<file path="src/rtl/multicycle_ctrl.sv">
// Control sequencer for the multi-cycle RV32I core.
// A single memory port is shared between instruction fetch and load/store.
// The FSM walks each instruction through FETCH, DECODE, EXECUTE, MEMORY and
// WRITEBACK. It issues per-state enables to the datapath, counts retired
// instructions, and parks in HALT on an illegal instruction.
// Ports:
//   clk, rst              clock, synchronous active-low reset
//   instr, eq, mem_ready  instruction register, ALU equal flag, memory done
//   mem_req .. immsrc     datapath / memory control strobes and selects
//   state, halt, retired  debug state, sticky halt, retired-instruction count
module multicycle_ctrl #(
    parameter int unsigned WIDTH = 32
) (
    input  logic             clk,
    input  logic             rst,
    input  logic [31:0]      instr,
    input  logic             eq,
    input  logic             mem_ready,
    output logic             mem_req,
    output logic             mem_we,
    output logic             addr_sel,
    output logic             ir_we,
    output logic             pc_we,
    output logic             pcsrc,
    output logic             regwrite,
    output logic             resultsrc,
    output logic             alusrc,
    output logic [2:0]       aluctrl,
    output logic [2:0]       immsrc,
    output logic [2:0]       state,
    output logic             halt,
    output logic [WIDTH-1:0] retired
);

    localparam logic [6:0] OP_R    = 7'b0110011;
    localparam logic [6:0] OP_ADDI = 7'b0010011;
    localparam logic [6:0] OP_LW   = 7'b0000011;
    localparam logic [6:0] OP_SW   = 7'b0100011;
    localparam logic [6:0] OP_BR   = 7'b1100011;

    localparam logic [2:0] ALU_ADD = 3'b000;
    localparam logic [2:0] ALU_SUB = 3'b001;
    localparam logic [2:0] ALU_AND = 3'b010;
    localparam logic [2:0] ALU_OR  = 3'b011;
    localparam logic [2:0] ALU_SLT = 3'b101;

    localparam logic [2:0] IMM_I = 3'b000;
    localparam logic [2:0] IMM_S = 3'b001;
    localparam logic [2:0] IMM_B = 3'b010;

    typedef enum logic [2:0] {
        S_FETCH     = 3'd0,
        S_DECODE    = 3'd1,
        S_EXECUTE   = 3'd2,
        S_MEMORY    = 3'd3,
        S_WRITEBACK = 3'd4,
        S_HALT      = 3'd5
    } state_e;

    state_e           state_q, state_d;
    logic             halt_q, halt_d;
    logic [WIDTH-1:0] retired_q, retired_d;

    logic [6:0] opcode;
    logic [2:0] funct3;
    logic [6:0] funct7;
    logic [4:0] rd;
    logic       is_r, is_addi, is_lw, is_sw, is_br;
    logic       r_ok, br_ok, taken, retire;
    logic [2:0] r_aluctrl;
    logic       dec_alusrc;
    logic [2:0] dec_aluctrl, dec_immsrc;
    logic       unused_instr;

    assign opcode       = instr[6:0];
    assign rd           = instr[11:7];
    assign funct3       = instr[14:12];
    assign funct7       = instr[31:25];
    assign unused_instr = ^instr[24:15];

    assign is_r    = (opcode == OP_R);
    assign is_addi = (opcode == OP_ADDI);
    assign is_lw   = (opcode == OP_LW);
    assign is_sw   = (opcode == OP_SW);
    assign is_br   = (opcode == OP_BR);

    // Only beq (000) and bne (001) are supported.
    assign br_ok = (funct3 == 3'b000) || (funct3 == 3'b001);
    assign taken = (funct3 == 3'b000) ? eq : !eq;

    // R-type whitelist: add, sub, and, or, slt.
    always_comb begin
        r_ok      = 1'b0;
        r_aluctrl = ALU_ADD;
        case (funct3)
            3'b000: begin
                if (funct7 == 7'b0000000) begin
                    r_ok = 1'b1;
                end else if (funct7 == 7'b0100000) begin
                    r_ok      = 1'b1;
                    r_aluctrl = ALU_SUB;
                end
            end
            3'b111: begin r_ok = (funct7 == 7'b0000000); r_aluctrl = ALU_AND; end
            3'b110: begin r_ok = (funct7 == 7'b0000000); r_aluctrl = ALU_OR;  end
            3'b010: begin r_ok = (funct7 == 7'b0000000); r_aluctrl = ALU_SLT; end
            default: ;
        endcase
    end

    // ALU/immediate selects per instruction class. They are held from EXECUTE
    // through WRITEBACK so the ALU result stays stable across those states.
    always_comb begin
        dec_alusrc  = 1'b0;
        dec_aluctrl = ALU_ADD;
        dec_immsrc  = IMM_I;
        if (is_r) begin
            dec_aluctrl = r_aluctrl;
        end else if (is_addi || is_lw) begin
            dec_alusrc = 1'b1;
        end else if (is_sw) begin
            dec_alusrc = 1'b1;
            dec_immsrc = IMM_S;
        end else if (is_br) begin
            dec_aluctrl = ALU_SUB;
            dec_immsrc  = IMM_B;
        end
    end

    // Next-state and output decode.
    always_comb begin
        state_d   = state_q;
        halt_d    = halt_q;
        retired_d = retired_q;
        retire    = 1'b0;
        mem_req   = 1'b0;
        mem_we    = 1'b0;
        addr_sel  = 1'b0;
        ir_we     = 1'b0;
        pc_we     = 1'b0;
        pcsrc     = 1'b0;
        regwrite  = 1'b0;
        resultsrc = 1'b0;
        alusrc    = 1'b0;
        aluctrl   = ALU_ADD;
        immsrc    = IMM_I;

        case (state_q)
            S_FETCH: begin
                mem_req = 1'b1;
                if (mem_ready) begin
                    ir_we   = 1'b1;
                    state_d = S_DECODE;
                end
            end
            S_DECODE: begin
                if ((is_r && r_ok) || is_addi || is_lw || is_sw || is_br) begin
                    state_d = S_EXECUTE;
                end else begin
                    state_d = S_HALT;
                end
            end
            S_EXECUTE: begin
                alusrc  = dec_alusrc;
                aluctrl = dec_aluctrl;
                immsrc  = dec_immsrc;
                if (is_r || is_addi) begin
                    state_d = S_WRITEBACK;
                end else if (is_lw || is_sw) begin
                    state_d = S_MEMORY;
                end else if (is_br && br_ok) begin
                    pc_we   = 1'b1;
                    pcsrc   = taken;
                    retire  = 1'b1;
                    state_d = S_FETCH;
                end else begin
                    state_d = S_HALT;
                end
            end
            S_MEMORY: begin
                mem_req  = 1'b1;
                addr_sel = 1'b1;
                mem_we   = is_sw;
                alusrc   = dec_alusrc;
                aluctrl  = dec_aluctrl;
                immsrc   = dec_immsrc;
                if (mem_ready) begin
                    if (is_sw) begin
                        pc_we   = 1'b1;
                        retire  = 1'b1;
                        state_d = S_FETCH;
                    end else begin
                        state_d = S_WRITEBACK;
                    end
                end
            end
            S_WRITEBACK: begin
                alusrc    = dec_alusrc;
                aluctrl   = dec_aluctrl;
                immsrc    = dec_immsrc;
                regwrite  = (rd != 5'd0);
                resultsrc = is_lw;
                pc_we     = 1'b1;
                retire    = 1'b1;
                state_d   = S_FETCH;
            end
            S_HALT: begin
                state_d = S_HALT;
            end
            default: begin
                state_d = S_HALT;
            end
        endcase

        if (state_d == S_HALT) begin
            halt_d = 1'b1;
        end
        if (retire) begin
            retired_d = retired_q + WIDTH'(1);
        end

        // Strobes are suppressed while reset is asserted.
        if (!rst) begin
            mem_req  = 1'b0;
            mem_we   = 1'b0;
            ir_we    = 1'b0;
            pc_we    = 1'b0;
            regwrite = 1'b0;
        end
    end

    always_ff @(posedge clk) begin
        if (!rst) begin
            state_q   <= S_FETCH;
            halt_q    <= 1'b0;
            retired_q <= '0;
        end else begin
            state_q   <= state_d;
            halt_q    <= halt_d;
            retired_q <= retired_d;
        end
    end

    assign state   = state_q;
    assign halt    = halt_q;
    assign retired = retired_q;

endmodule

</file>
<file path="config.mk">
export PLATFORM = sky130hd
export DESIGN_NAME = multicycle_ctrl
export DESIGN_NICKNAME = d
export VERILOG_FILES = /design/src/rtl/multicycle_ctrl.sv
export SDC_FILE = /design/constraint.sdc
export NUM_CORES = 1
export LEC_CHECK = 0
export ABC_AREA = 1
export BUFFER_PORTS_ARGS = -buffer_cell sky130_fd_sc_hd__clkbuf_2
export CAP_MARGIN = 20
export CORE_UTILIZATION = 45
export DETAILED_ROUTE_END_ITERATION = 10
export PLACE_DENSITY_LB_ADDON = 0.1
export SETUP_SLACK_MARGIN = 0.2
export SLEW_MARGIN = 10
export SYNTH_ARGS = -nofsm -noshare
export SYNTH_HDL_FRONTEND = slang
export SYNTH_SLANG_ARGS = --single-unit
</file>
<file path="constraint.sdc">
create_clock -name clk -period 3.05 [get_ports clk]
set_clock_uncertainty 0.05 [all_clocks]
set_input_delay 0.61 -clock clk [delete_from_list [all_inputs] [get_ports clk]]
set_output_delay 0.61 -clock clk [all_outputs]
set_load 0.02 [all_outputs]
</file>
Word-level counts from Yosys, hierarchy flattened --
Cells that the tools add are included.
Word-level totals: bits of input ports 36, logic and storage cells 87, flip-flop bits (word level) 36
Operators by class: reductions and logical operators 18, add/subtract/negate cells 1, multiplexer cells 50, equal/unequal tests 15
Operators with widths (count):
- adder 32 x 1 -> 32 bit, second input constant | 1
- two-way mux 1 bit | 32
- two-way mux 3 bit | 10
- == test 7 x 6 -> 1 bit, second input constant | 3
- case mux 3 bit (5 select lines) | 1
- == test 3 bit, second input constant | 4
- case mux 3 bit (4 select lines) | 1
- == test 3 x 2 -> 1 bit, second input constant | 3
- logical OR 1 bit | 8
- two-way mux 2 bit | 4
- == test 7 x 2 -> 1 bit, second input constant | 1
- == test 7 x 5 -> 1 bit, second input constant | 1
- == test 7 bit, second input constant | 1
- zero test 7 bit | 1
- == test 3 x 1 -> 1 bit, second input constant | 2
- zero test 3 bit | 2
- OR reduction 3 bit | 2
- nonzero test 5 bit | 1
- case mux 1 bit (3 select lines) | 1
- logical AND 1 bit | 2
- case mux 1 bit (2 select lines) | 1
- OR reduction 2 bit | 1
- zero test 1 bit | 1

Longest topological paths before layout --
Gate-level depths: netlist (run 1).
depth in word-level cells 12, gate-level depth with buffers 11, depth with buffers taken out 10

Worst setup path before layout (run 1) --
No wires, ideal clock.
path type register -> output, start reg state_q[1] (netlist: state[1]), end out aluctrl[2], slack 0.699 ns, cell stages (with the launch flop) 8, arrival 1.691 ns, buffers on the path 1, required time 2.390 ns, path through dfxtp_1 or2_2 nor2_1 inv_1 clkbuf_1 nand2_1 nand3_1 nor3_1
On the way: longest elaborated chain between the ends 3
RTL lines:
- from (decl) | line 60 | state_e state_q, state_d;
- from (signal assigned) | line 238 | state_q <= state_d;
- == test 3 x 2 -> 1 bit or == test 3 bit (tied branches) | line 148 | case (state_q)
- OR reduction 3 bit (no source line) (*)
- two-way mux 3 bit (*) | line 148
- to (decl) | line 28 | output logic [2:0] aluctrl,
Mark *: on every way between the ends. The rest lies on a longest branch, timed or not.

Worst setup path after layout (run 1) --
start in instr[3], end out pc_we
On the way: longest elaborated chain between the ends 7
RTL lines:
- from (decl) | line 16 | input logic [31:0] instr,
- == test 7 bit | line 85 | assign is_br = (opcode == OP_BR);
- logical AND 1 bit | line 171 | end else if (is_br && br_ok) begin
- two-way mux 1 bit | line 171
- two-way mux 1 bit | line 169 | end else if (is_lw || is_sw) begin
- two-way mux 1 bit | line 167 | if (is_r || is_addi) begin
- case mux 1 bit (3 select lines) (*) | line 148
- two-way mux 1 bit (*) | line 223 | if (!rst) begin
- to (decl) | line 23 | output logic pc_we,
Marked as above.

==> results of run 1 <==
-- final cells by class --
| type | count | area [µm²] | area share |
|---|---|---|---|
| multi-input cells | 345 | 1680 | 0.542 |
| flip-flops and latches | 36 | 721 | 0.232 |
| repair buffers | 78 | 398 | 0.128 |
| inverters | 36 | 135 | 0.0436 |
| well taps | 72 | 90.1 | 0.0290 |
| clock buffers | 6 | 72.6 | 0.0234 |
| clock inverters | 1 | 5.00 | 0.00161 |
-- cell families (layout without fill, tap and decap cells) --
logic type | count (synthesis) | after routing | share of synthesized area
simple gates | 286 | 286 | 0.494
xor+xnor | 11 | 11 | 0.0367
compound gates | 46 | 46 | 0.104
other cells | 1 | 1 | 0.00143
buf+inv | 50 | 121 | 0.0849
fa+ha+maj | 1 | 1 | 0.00477
flops | 36 | 36 | 0.275
-- Yosys cell counts --
| master | count | area (µm²) |
|---|---|---|
| nand2_4 | 1 | 11.3 |
| nand2_2 | 2 | 12.5 |
| o31ai_1 | 1 | 7.51 |
| buf_4 | 1 | 7.51 |
| o21a_1 | 1 | 7.51 |
| xor2_1 | 9 | 78.8 |
| nor3b_1 | 1 | 7.51 |
| a21boi_0 | 1 | 7.51 |
| and3_1 | 1 | 6.26 |
| o21ai_0 | 3 | 15.0 |
| nor2_4 | 3 | 33.8 |
| buf_6 | 4 | 45.0 |
| a21oi_1 | 29 | 145 |
| inv_2 | 6 | 22.5 |
| dfxtp_1 | 36 | 721 |
| ha_1 | 1 | 12.5 |
| a31oi_1 | 2 | 12.5 |
| nand3_2 | 2 | 20.0 |
| nor3_4 | 1 | 16.3 |
| or2_2 | 2 | 12.5 |
| a211oi_1 | 1 | 7.51 |
| nor3_2 | 2 | 20.0 |
| nand3_1 | 29 | 145 |
| xnor2_1 | 2 | 17.5 |
| nor2_2 | 3 | 18.8 |
| buf_2 | 1 | 5.00 |
| nor2_1 | 79 | 297 |
| nand4_1 | 19 | 119 |
| nand3_4 | 1 | 17.5 |
| conb_1 | 1 | 3.75 |
| nor3_1 | 14 | 70.1 |
| nand3b_1 | 4 | 30.0 |
| clkbuf_1 | 8 | 30.0 |
| nand2_1 | 122 | 458 |
| inv_1 | 30 | 113 |
| a21oi_2 | 8 | 70.1 |
-- metal layers --
layer	share of wire	wire, µm
met5	0	0
met4	0.012	88
met3	0.050	363
met2	0.46	3350
met1	0.48	3480
-- worst max path at each step --
stage               startpoint  cells past startpoint  slack, ps         end
floorplan             state[1]                      7        700  aluctrl[2]
global placement      instr[3]                      9        570       pc_we
detailed placement    instr[3]                      9        500       pc_we
CTS                   instr[3]                      9        490       pc_we
global route          instr[3]                      9        360       pc_we
finish                instr[3]                      9        520       pc_we
-- worst max-delay path: stages --
cell	delay (ps)
clkbuf_2	100
nor2_2	110
nand3_2	130
nor3_4	200
nand3_4	250
nand3_2	150
inv_1	60
nor2_1	90
clkbuf_2	180
-- state kept, by name, summed over array words and instances (netlist names) --
signal / count
retired: 32
state: 3
halt: 1
-- per-stage QoR --
stage | area [µm²] | std cells
floorplan | 2620 | 431
global placement | 3020 | 567
detailed placement | 3020 | 567
CTS | 3100 | 574
global route | 3100 | 574
finish | 3100 | 574
-- where the power goes --
group / leakage, nW / internal, mW / switching (mW) / total (mW)
Combinational: 0.933 / 0.0459 / 0.0982 / 0.144
Sequential: 0.291 / 0.477 / 0.00761 / 0.485
Clock: 0.0410 / 0.155 / 0.168 / 0.323
Total: 1.26 / 0.678 / 0.274 / 0.952
==> results.tsv, run 1 <==
metric	value	unit
end_kind	output pin	
postCtsSetupRepairBufs	0	
cts_made_buffers	5	
finalHoldViolCount	0	
yosys_warnings	0	
cp_data_required_time	2390	ps
relSlewSlack	0.648	
rrSetupSlack	1020	ps
die_y	78.4	µm
cts.sinks	36	
worstHoldStart	halt	
fill_cells	609	
leakagePower	1.26	nW
crit_type	input pin to output pin	
antennaDiodeCount	0	
critPathMaxFanout	18	
antenna_found_initial	0	
fin_nets	539	
core_region_area	0.00557	mm²
busiest_layer	met2	
finalPower	952	µW
cellPowerDensity	307	mW/mm²
worstPathArrival	1870	ps
postSynthAreaPerCell	6.09	µm²
htree_num_levels	2	
slew_violations	0	
hp-class	flip-flop to flip-flop	
synth_nets	468	
grt_util_all_layers	0.254	
vdd_drop_max	0.185	mV
r2r_start	retired[0]	
pin_count	87	
ys_types	36	
ys_ff_latch	36	
final_common_cell	nand2_1	
place_congestion	0.979	
drcViolationCount	0	
finalWirelength	7280	µm
grt_max_degree	47	
r2r_end	retired[20]	
synth_seq_area_share	0.275	
wl_per_cell	12.7	µm
synthesis.area	0.00262	mm²
setup_viol	0	
fin_ws	519	ps
port_buffers	75	
status	finished clean	
grt_pass1_vias	2760	
tns	0	ps
clk_pin_slew	70	ps
drtAntennaViolNets	0	
via_count	3013	
tightest_slew	527	ps
pre_cts_slack	496	ps
dieArea	0.00614	mm²
layout_common_cells	122 x nand2_1, 79 x nor2_1, 75 x clkbuf_2	
cts_resized	0	
period_share	0.830	
grtUsageMet3	0.0372	
synth_cells	431	
viasPerCell	5.25	
r2r_cells	10	
rows	27	
cts_buffer_depth	2	
start_util	0.471	
drt_iter0_drc	147	
hold_slack	407	ps
cts_tree	done	
min_path_cells	2	
use_met1	0.341	
cts_root_buf	clkbuf_8	
drv_cap	0	
period_minus_slack	2530	ps
die_x	78.4	µm
grtUsageMet2	0.423	
worstSkewPairLatency	290	ps
grt.overflow.total	0	
rsz0062_at_grt	no	
dp_hpwl	5640	µm
grt_pass1_wl	12500	µm
startpoint_type	input pin	
min_to	halt	
drive_gt1_frac	0.229	
fmax	395	MHz
area_growth_syn_to_layout	18.2	%
post-route-util	0.556	
cts_hold_buffers	0	
dr.pass1.iters	5	
No activity file was read; power rests on OpenSTA's default activity.
==> run 2, diff against run 1 <==
==> constraint.sdc (replaced) <==
create_clock -name clk -period 2.55 [get_ports clk]
set_clock_uncertainty 0.05 [all_clocks]
set_input_delay 0.51 -clock clk [delete_from_list [all_inputs] [get_ports clk]]
set_output_delay 0.51 -clock clk [all_outputs]
set_load 0.02 [all_outputs]
==> results.tsv, run 2 (same netlist as run 1, synthesis figures left out) <==
metric	value	unit	change
status	finished clean		
drcViolationCount	0		unchanged
antenna_found_initial	0		unchanged
p_int	868	µW	+28%
rsz0062_at_grt	no		
tns	0	ps	unchanged
hp-class	flip-flop to flip-flop		
leakagePower	1.28	nW	+1.1%
die_x	78.4	µm	unchanged
dp_hpwl	5710	µm	+1.3%
regArea	721	µm²	unchanged
slew_violations	0		unchanged
cts_buffer_depth	2		unchanged
final_common_cell	nand2_1		
grt.overflow.total	0		unchanged
grt_max_degree	47		unchanged
fmax	444	MHz	
r2r_cells	10		unchanged
fill_cells	585		-3.9%
wl_per_cell	12.7	µm	+0.37%
worst_path_max_delay_cell	dfxtp_1		
clk_pin_slew	70	ps	about the same
area_growth_syn_to_layout	20.7	%	
fin_ws	296	ps	-223 ps
grt_util_all_layers	0.256		+0.00197
dieArea	0.00614	mm²	unchanged
htree_num_levels	2		unchanged
post-route-util	0.568		+0.0117
drv_cap	0		unchanged
use_met1	0.348		+0.00684
placed_cell_area	0.00303	mm²	+0.25%
switching_share	0.277		-0.0109
p_clk_frac	0.370		+0.031
vdd_drop_max	0.236	mV	+27%
slowest_delay	340	ps	+90 ps
crit_type	flip-flop to output pin		
pre_cts_slack	284	ps	-212 ps
end_kind	output pin		
antennaDiodeCount	0		unchanged
cts_made_buffers	5		unchanged
cts_tree	done		
rows	27		unchanged
dr.pass1.iters	4		-1
finalHoldViolCount	0		unchanged
pin_count	87		unchanged
multi_input_area	0.00169	mm²	+0.52%
setup_viol	0		unchanged
port_buffers	75		unchanged
worstSkewPairLatency	290	ps	about the same
grt_pass1_wl	12700	µm	+1.4%
finalWirelength	7350	µm	+1.1%
cp_data_required_time	1990	ps	-400 ps
layout_common_cells	122 x nand2_1, 79 x nor2_1, 73 x clkbuf_2		
drtAntennaViolNets	0		unchanged
period_share	0.884		
min_path_cells	2		unchanged
viasPerCell	5.17		-1.5%
grt_pass1_vias	2841		+2.9%
busiest_layer	met2		
grtUsageMet3	0.0349		-0.00233
power_frac_seq	0.483		-0.026
worstPathArrival	1690	ps	-180 ps
final_cell_area	0.00317	mm²	+2.1%
via_count	2988		-0.83%
comb_power_share	0.147		-0.004
cts_root_buf	clkbuf_8		
critPathMaxFanout	18		unchanged
finalPower	1.20	mW	+26%
cts.sinks	36		unchanged
period_minus_slack	2250	ps	
cellPowerDensity	379	mW/mm²	+23%
drt_iter0_drc	161		+9.5%
drive_gt1_frac	0.239		+0.0100
grtUsageMet2	0.426		+0.00351
start_util	0.471		unchanged
core_region_area	0.00557	mm²	unchanged
startpoint_type	flip-flop		
largest_reg_flops	32		unchanged
cpMostUsedCell	nor2_1		
crit_chain	or2_2, nor2_1, inv_2, buf_8, nand3_2, inv_1, nor2_1, buf_2		
place_congestion	0.958		-2.2%
fin_nets	543		+0.74%
die_y	78.4	µm	unchanged
power_switching	332	µW	+21%
-- run 2: changes by cell type in the layout (fill, tap and decap cells not counted), moves of 2 or more --
cell / previous run / this run
buf_2: 0 / 2
clkbuf_8: 5 / 7
clkbuf_2: 75 / 73
buf_4: 3 / 6
-- run 2: power by group through the flow --
stage                     Combinational, mW  Sequential [mW]  Clock [mW]
after floorplan                       0.112            0.602           0
after global placement                0.169            0.592           0
after detailed placement              0.172            0.593           0
after CTS                             0.172            0.580       0.453
after global routing                  0.196            0.581       0.479
final                                 0.177            0.580       0.444
-- run 2: final cells by class --
type                            count  area share
Multi-Input combinational cell    345       0.533
Timing Repair Buffer               82       0.137
Clock buffer                        7      0.0304
Inverter                           36      0.0427
Sequential cell                    36       0.228
Tap cell                           72      0.0284
-- run 2: final timing paths --
| kind | start | endpoint | slack [ps] |
|---|---|---|---|
| setup / recovery | state[1] | pc_we | 300 |
| hold / removal | halt | halt | 420 |
| setup reg to reg | retired[0] | retired[20] | 550 |
| hold reg to reg | halt | halt | 420 |
-- run 2: stage by stage --
step           hold slack (ps)  cells
2_1_floorplan              476    431
3_3_place_gp               388    568
3_5_place_dp               405    568
4_1_cts                    415    575
5_1_grt                    461    578
6_report                   421    578
-- run 2: worst max-delay path, delay by kind of cell, from the launching register on --
| kind | cells | cell delay (ps) |
|---|---|---|
| buffers and inverters | 4 | 460 |
| flip-flops | 1 | 340 |
| AND/OR/NAND/NOR | 4 | 600 |
-- run 2: what timing repair did --
action | 4_1_cts | 5_1_grt
endpoints found under the setup margin | 0 | 2
resized for setup | 0 | 6
buffers inserted | 0 | 3
hold buffers | 0 | 0
-- run 2: layer usage --
metal / wire length, µm / part of all wire
met1: 3430 / 0.47
met2: 3350 / 0.46
met3: 488 / 0.066
met4: 82 / 0.011
met5: 0 / 0
